==> config.mk <==
export PLATFORM = sky130hd
export DESIGN_NAME = signed_integrate_dump
export DESIGN_NICKNAME = d
export VERILOG_FILES = /design/src/rtl/signed_integrate_dump_pkg.sv /design/src/rtl/signed_integrate_dump_vr_reg.sv /design/src/rtl/signed_integrate_dump.sv
export SDC_FILE = /design/constraint.sdc
export NUM_CORES = 1
export LEC_CHECK = 0
export CORE_MARGIN = 2
export CORE_UTILIZATION = 55
export CTS_BUF_LIST = sky130_fd_sc_hd__clkbuf_8
export DETAILED_ROUTE_END_ITERATION = 10
export GPL_ROUTABILITY_DRIVEN = 0
export PLACE_DENSITY = 0.82
export SYNTH_ARGS = -nofsm -noshare
export SYNTH_HDL_FRONTEND = slang
export SYNTH_SLANG_ARGS = --single-unit
export TNS_END_PERCENT = 1
==> constraint.sdc <==
create_clock -name i_clk -period 3.7 [get_ports i_clk]
set_clock_uncertainty 0.05 [all_clocks]
set_input_delay 0.74 -clock i_clk [delete_from_list [all_inputs] [get_ports i_clk]]
set_output_delay 0.74 -clock i_clk [all_outputs]
set_load 0.02 [all_outputs]
==> src/rtl/signed_integrate_dump_pkg.sv <==
// Shared sizing helpers for the integrate-and-dump stage.
package signed_integrate_dump_pkg;

  localparam int unsigned SID_IWIDTH_DEF = 17;
  localparam int unsigned SID_N_DEF      = 8;

  // Accumulating N samples grows the sum by clog2(N) bits, so it can never wrap.
  function automatic int unsigned sid_owidth(input int unsigned iw, input int unsigned n);
    return iw + $clog2(n);
  endfunction

  function automatic int unsigned sid_cnt_width(input int unsigned n);
    return $clog2(n) + 1;
  endfunction

endpackage

==> src/rtl/signed_integrate_dump_vr_reg.sv <==
// Valid/ready output register: loads a new word, holds it until taken.
module signed_integrate_dump_vr_reg #(
  parameter int unsigned W = 19
) (
  input  logic         clk_i,
  input  logic         rst_ni,
  input  logic         load_i,
  input  logic [W-1:0] data_i,
  input  logic         ready_i,
  output logic         valid_o,
  output logic [W-1:0] data_o,
  output logic         ready_o
);

  logic         valid_q, valid_d;
  logic [W-1:0] data_q, data_d;

  // A load only happens while ready_o is high, so a pending word is never overwritten.
  assign ready_o = !valid_q || ready_i;

  always_comb begin
    valid_d = valid_q;
    data_d  = data_q;
    if (load_i) begin
      valid_d = 1'b1;
      data_d  = data_i;
    end else if (ready_i) begin
      valid_d = 1'b0;
    end
  end

  always_ff @(posedge clk_i or negedge rst_ni) begin
    if (!rst_ni) begin
      valid_q <= 1'b0;
      data_q  <= '0;
    end else begin
      valid_q <= valid_d;
      data_q  <= data_d;
    end
  end

  assign valid_o = valid_q;
  assign data_o  = data_q;

endmodule

==> src/rtl/signed_integrate_dump.sv <==
// Integrate-and-dump: sums N accepted signed samples and emits one result per frame.
module signed_integrate_dump
  import signed_integrate_dump_pkg::*;
#(
  parameter int unsigned IWIDTH = SID_IWIDTH_DEF,
  parameter int unsigned N      = SID_N_DEF,
  localparam int unsigned OWIDTH = sid_owidth(IWIDTH, N),
  localparam int unsigned CW     = sid_cnt_width(N)
) (
  input  logic              i_clk,
  input  logic              i_rst_n,
  input  logic              i_clear,
  input  logic              i_valid,
  output logic              o_ready,
  input  logic [IWIDTH-1:0] i_data,
  output logic              o_valid,
  input  logic              i_ready,
  output logic [OWIDTH-1:0] o_data,
  output logic [CW-1:0]     o_cnt
);

  logic [CW-1:0]            cnt_q, cnt_d;
  logic signed [OWIDTH-1:0] acc_q, acc_d;
  logic signed [OWIDTH-1:0] sample_ext, sum;
  logic                     ready, accept, last, dump;

  assign sample_ext = OWIDTH'($signed(i_data));
  // The first sample of a frame restarts the sum, so no explicit clear of acc is needed on dump.
  assign sum        = (cnt_q == '0 ? '0 : acc_q) + sample_ext;
  assign last       = (cnt_q == CW'(N - 1));
  assign accept     = i_valid && ready && !i_clear;
  assign dump       = accept && last;

  always_comb begin
    cnt_d = cnt_q;
    acc_d = acc_q;
    if (i_clear) begin
      cnt_d = '0;
      acc_d = '0;
    end else if (accept) begin
      if (last) begin
        cnt_d = '0;
      end else begin
        cnt_d = cnt_q + 1'b1;
        acc_d = sum;
      end
    end
  end

  always_ff @(posedge i_clk or negedge i_rst_n) begin
    if (!i_rst_n) begin
      cnt_q <= '0;
      acc_q <= '0;
    end else begin
      cnt_q <= cnt_d;
      acc_q <= acc_d;
    end
  end

  signed_integrate_dump_vr_reg #(
    .W(OWIDTH)
  ) u_out_reg (
    .clk_i   (i_clk),
    .rst_ni  (i_rst_n),
    .load_i  (dump),
    .data_i  (sum),
    .ready_i (i_ready),
    .valid_o (o_valid),
    .data_o  (o_data),
    .ready_o (ready)
  );

  assign o_ready = ready;
  assign o_cnt   = cnt_q;

endmodule

==> metrics.txt <==
status finished clean; Final Hold Vio Count 0; detailed-route wire length per cell 15.3 µm; Crit. End Element flip-flop; area fraction in compound gates after synthesis a little under a fifth; R2R Path End u_out_reg.data_o[16]; Critical Path AT 3.42 ns; Buf+Inv Stages, Crit Path 3; setup repair after global routing missed its margin false; NumNets Final 378; register area share after synthesis 38.7%; share of post-route cells with drive strength above 1 approximately an eighth; normalized max-slew margin a little over a quarter; flip-flop and latch count after synthesis 45; Post-route DRC 0; Period Utilization, post-route between 80 and 90%; CTS root buf clkbuf_8; count of buffers added by post-CTS timing repair for setup 0; CTS clock-pin slew for the worst setup and hold paths 0.09 ns; terminating pin of the worst hold path u_out_reg.data_o[19]; Area Growth Syn to Fin 21.4%; fraction of synthesis flops using an asynchronous set or reset pin 100%; number of flops mapped to enable cells by yosys 0; Placement Setup Slack ~0.4 ns; hold-fix buffer count after cts 0; TritonCTS clock tree built; routed wire length around 6000 µm; total power ~1.2 mW; detailed placer's ending HPWL 4460 µm; worst path required time between 3 and 4 ns; floorplan die area about 5900 µm²; clk sinks 45; first drt pass iteration count 4; largest net degree at the start of global routing 46; cell row count 26; Top delay family on crit path adder cells; effective utilization at floorplan a little under three fifths; shortest clock period the worst path allows after layout around 3.3 ns; fin worst setup slack around 0.43 ns; CP startpoint kind flip-flop; number of warning messages in the yosys log 0; TritonCTS Buffers 5; post-cts resize count 0; final setup violation count 0; via count of the first global-routing pass around 2,300; Post-Route Setup TNS 0 ns; count of maximum capacitance violations 0; clock power share between 30% and 40%; die span in x between 70 and 80 µm; post-route antenna net violation count 0; Die Y-Extent 76.7 µm; post-synthesis xor/xnor area fraction roughly 5.7%; Net Count, Synth between 300 and 400; final instance area 3530 µm²; worst skew pair latency 0.30 ns; average via count per standard cell 5.64; Mapped Cells 288; library cell contributing the largest single delay on the critical path dfrtp_1; main combinational cell family by area after synthesis compound AO/OA/AOI/OAI gates; critical path peak fanout 9; Switching Power 0.346 mW; cell-internal power between 0.8 and 0.9 mW; Worst R2R Setup Slack around 0.43 ns; Ports 48; Synth Flop Type dfrtp_1; actual transition at the worst max-transition pin between 1 and 1.5 ns; post-synthesis adder-cell area fraction 9.73%; number of DRC violations after detailed-routing iteration 0 76; antenna violations before repair 0; crit-path cells inv_1, ha_1, nor3b_2, buf_4, nor2b_1, ha_1, inv_1, fa_1, nor2b_1, o2111ai_1, nand3_2, a31oi_4, o211ai_2, xor2_1, mux2_2; GRT Total Usage between 20% and 30%; total congestion overflow 0; Comb power frac roughly 25%; share of power burned in registers roughly 45%; startpoint of the worst hold path u_out_reg.data_o[19]; post-synthesis cell area about 2900 µm²; areal power density over the cells about 340 nW/µm²; multiplexer share of the synthesized area 6.16%; static leakage roughly 1.6 nW; VDD IR max about 0.00029 V; Mean Syn Cell Area between 10 and 15 µm²; startpoint of the worst register-to-register path o_cnt[0]; wire length of the first global-routing pass ~11,000 µm; CTS H-tree depth 2; dpl cell area 3430 µm²; total via count after detailed routing 2,278; switching fraction of total power between 20% and 30%; quantity of I/O buffers inserted on ports 47; simple-gate share of the synthesized area 17.5%; worst hold path type flip-flop to flip-flop; Core Area just over 5000 µm²; worst-case clock buffer depth 2; count of unique library cells instantiated by Yosys between 50 and 60; largest incremental delay on the critical path about 0.45 ns; worst setup path class flip-flop to flip-flop; worst reg-to-reg path cell count 15; number of diodes 0; number of stages on the worst hold path 2; maximum clock frequency around 0.31 GHz; Final Core Density between 60% and 70%; Slew Viols, Final 0
## cell type report
type / instances / area (µm²)
Clock buffer: 5 / 68.8
Clock inverter: 2 / 35.0
Fill cell: 438 / 1580
Inverter: 6 / 22.5
Multi-Input combinational cell: 224 / 1690
Sequential cell: 45 / 1130
Tap cell: 70 / 87.6
Timing Repair Buffer: 52 / 503
## cells in the final DEF, fill, tap and decap left out, types with 2 or more instances in the layout
cell             instances
o21ai_2                  2
o21a_1                   3
or2_2                    2
nand4_1                  3
xor2_1                  13
inv_1                    6
dfrtp_1                 45
nand3_1                  9
o211ai_2                 2
nand2b_1                 3
mux2_2                  11
ha_1                    21
nor2_1                   8
clkdlybuf4s50_1         46
buf_4                    5
o21ai_0                 16
o21ai_1                  3
clkbuf_8                 5
a21o_1                   2
xnor2_1                  6
a211oi_1                 2
mux2_1                   4
a21oi_1                 19
a22o_1                  15
or3_1                    3
nand2_1                 29
and2_1                   2
nor2b_1                 19
nor3_1                   5
## power by group through the flow
stage          Sequential [mW]  Combinational [mW]  Clock, mW
2_1_floorplan            0.559               0.184          0
3_3_place_gp             0.547               0.285          0
3_5_place_dp             0.549               0.292          0
4_1_cts                  0.539               0.296      0.372
5_1_grt                  0.544               0.324      0.392
6_report                 0.539               0.294      0.364
## state kept, by name, indices dropped and copies added, names as in the netlist
signal and count:
acc_q 20, u_out_reg.data_o 20, o_cnt 4, u_out_reg.valid_o 1
## tightest hold or removal path, delay by kind of cell, from the launching register on
kind	cells	cell delay [ns]
AO/OA/AOI/OAI	1	0.06
flip-flops	1	0.35
AND/OR/NAND/NOR	1	0.04
## Yosys cell counts, types with 2 or more instances
cell	n	area share [%]
mux2_2	11	4.3
nand2_1	29	3.7
or3_1	3	0.65
nor3_1	5	0.86
and2_1	2	0.43
o21ai_2	2	0.60
dfrtp_1	45	39
a22o_1	15	4.5
a211oi_1	2	0.52
a21o_1	2	0.52
or2_2	2	0.43
buf_6	3	1.2
o21a_1	3	0.77
o211ai_2	2	0.86
nand3_1	9	1.5
nand4_1	3	0.65
nand2b_1	3	0.65
xor2_1	13	3.9
nor2b_1	19	4.1
o21ai_1	3	0.52
o21ai_0	16	2.8
mux2_1	4	1.5
clkbuf_1	7	0.90
nor2_1	8	1.0
inv_1	6	0.77
a21oi_1	19	3.3
xnor2_1	6	1.8
ha_1	21	9.0
## metrics by stage
step	hold WS, ns	std cells
floorplan	0.392	288
global placement	0.408	397
detailed placement	0.422	397
CTS	0.442	404
global route	0.458	404
finish	0.434	404
## how the worst max path moves through the flow
stage / startpoint / to / cells after the start
floorplan: o_cnt[0] / u_out_reg.data_o[17] / 15
global placement: i_data[0] / u_out_reg.data_o[16] / 11
detailed placement: i_data[0] / u_out_reg.data_o[16] / 11
CTS: o_cnt[0] / u_out_reg.data_o[16] / 15
global route: o_cnt[0] / u_out_reg.data_o[16] / 15
finish: o_cnt[0] / u_out_reg.data_o[16] / 15
## routing by layer
layer | GRT usage [%] | wire length [µm] | vias to the layer above
met3 | 4.00 | 187 | 7
met2 | 39.1 | 3050 | 42
met1 | 28.3 | 2850 | 1113
met5 | 0 | 0 | -
li1 | - | - | 1116
met4 | 6.36 | 74 | 0
## cells by family after synthesis
family / after synthesis
adders and majority gates: 22
DFF: 45
xor gates and xnor gates: 19
muxes: 16
AOI/OAI and AO/OA: 75
and+or+nand+nor: 92
buffers and inverters: 19
Power figures use the tool's default switching activity.
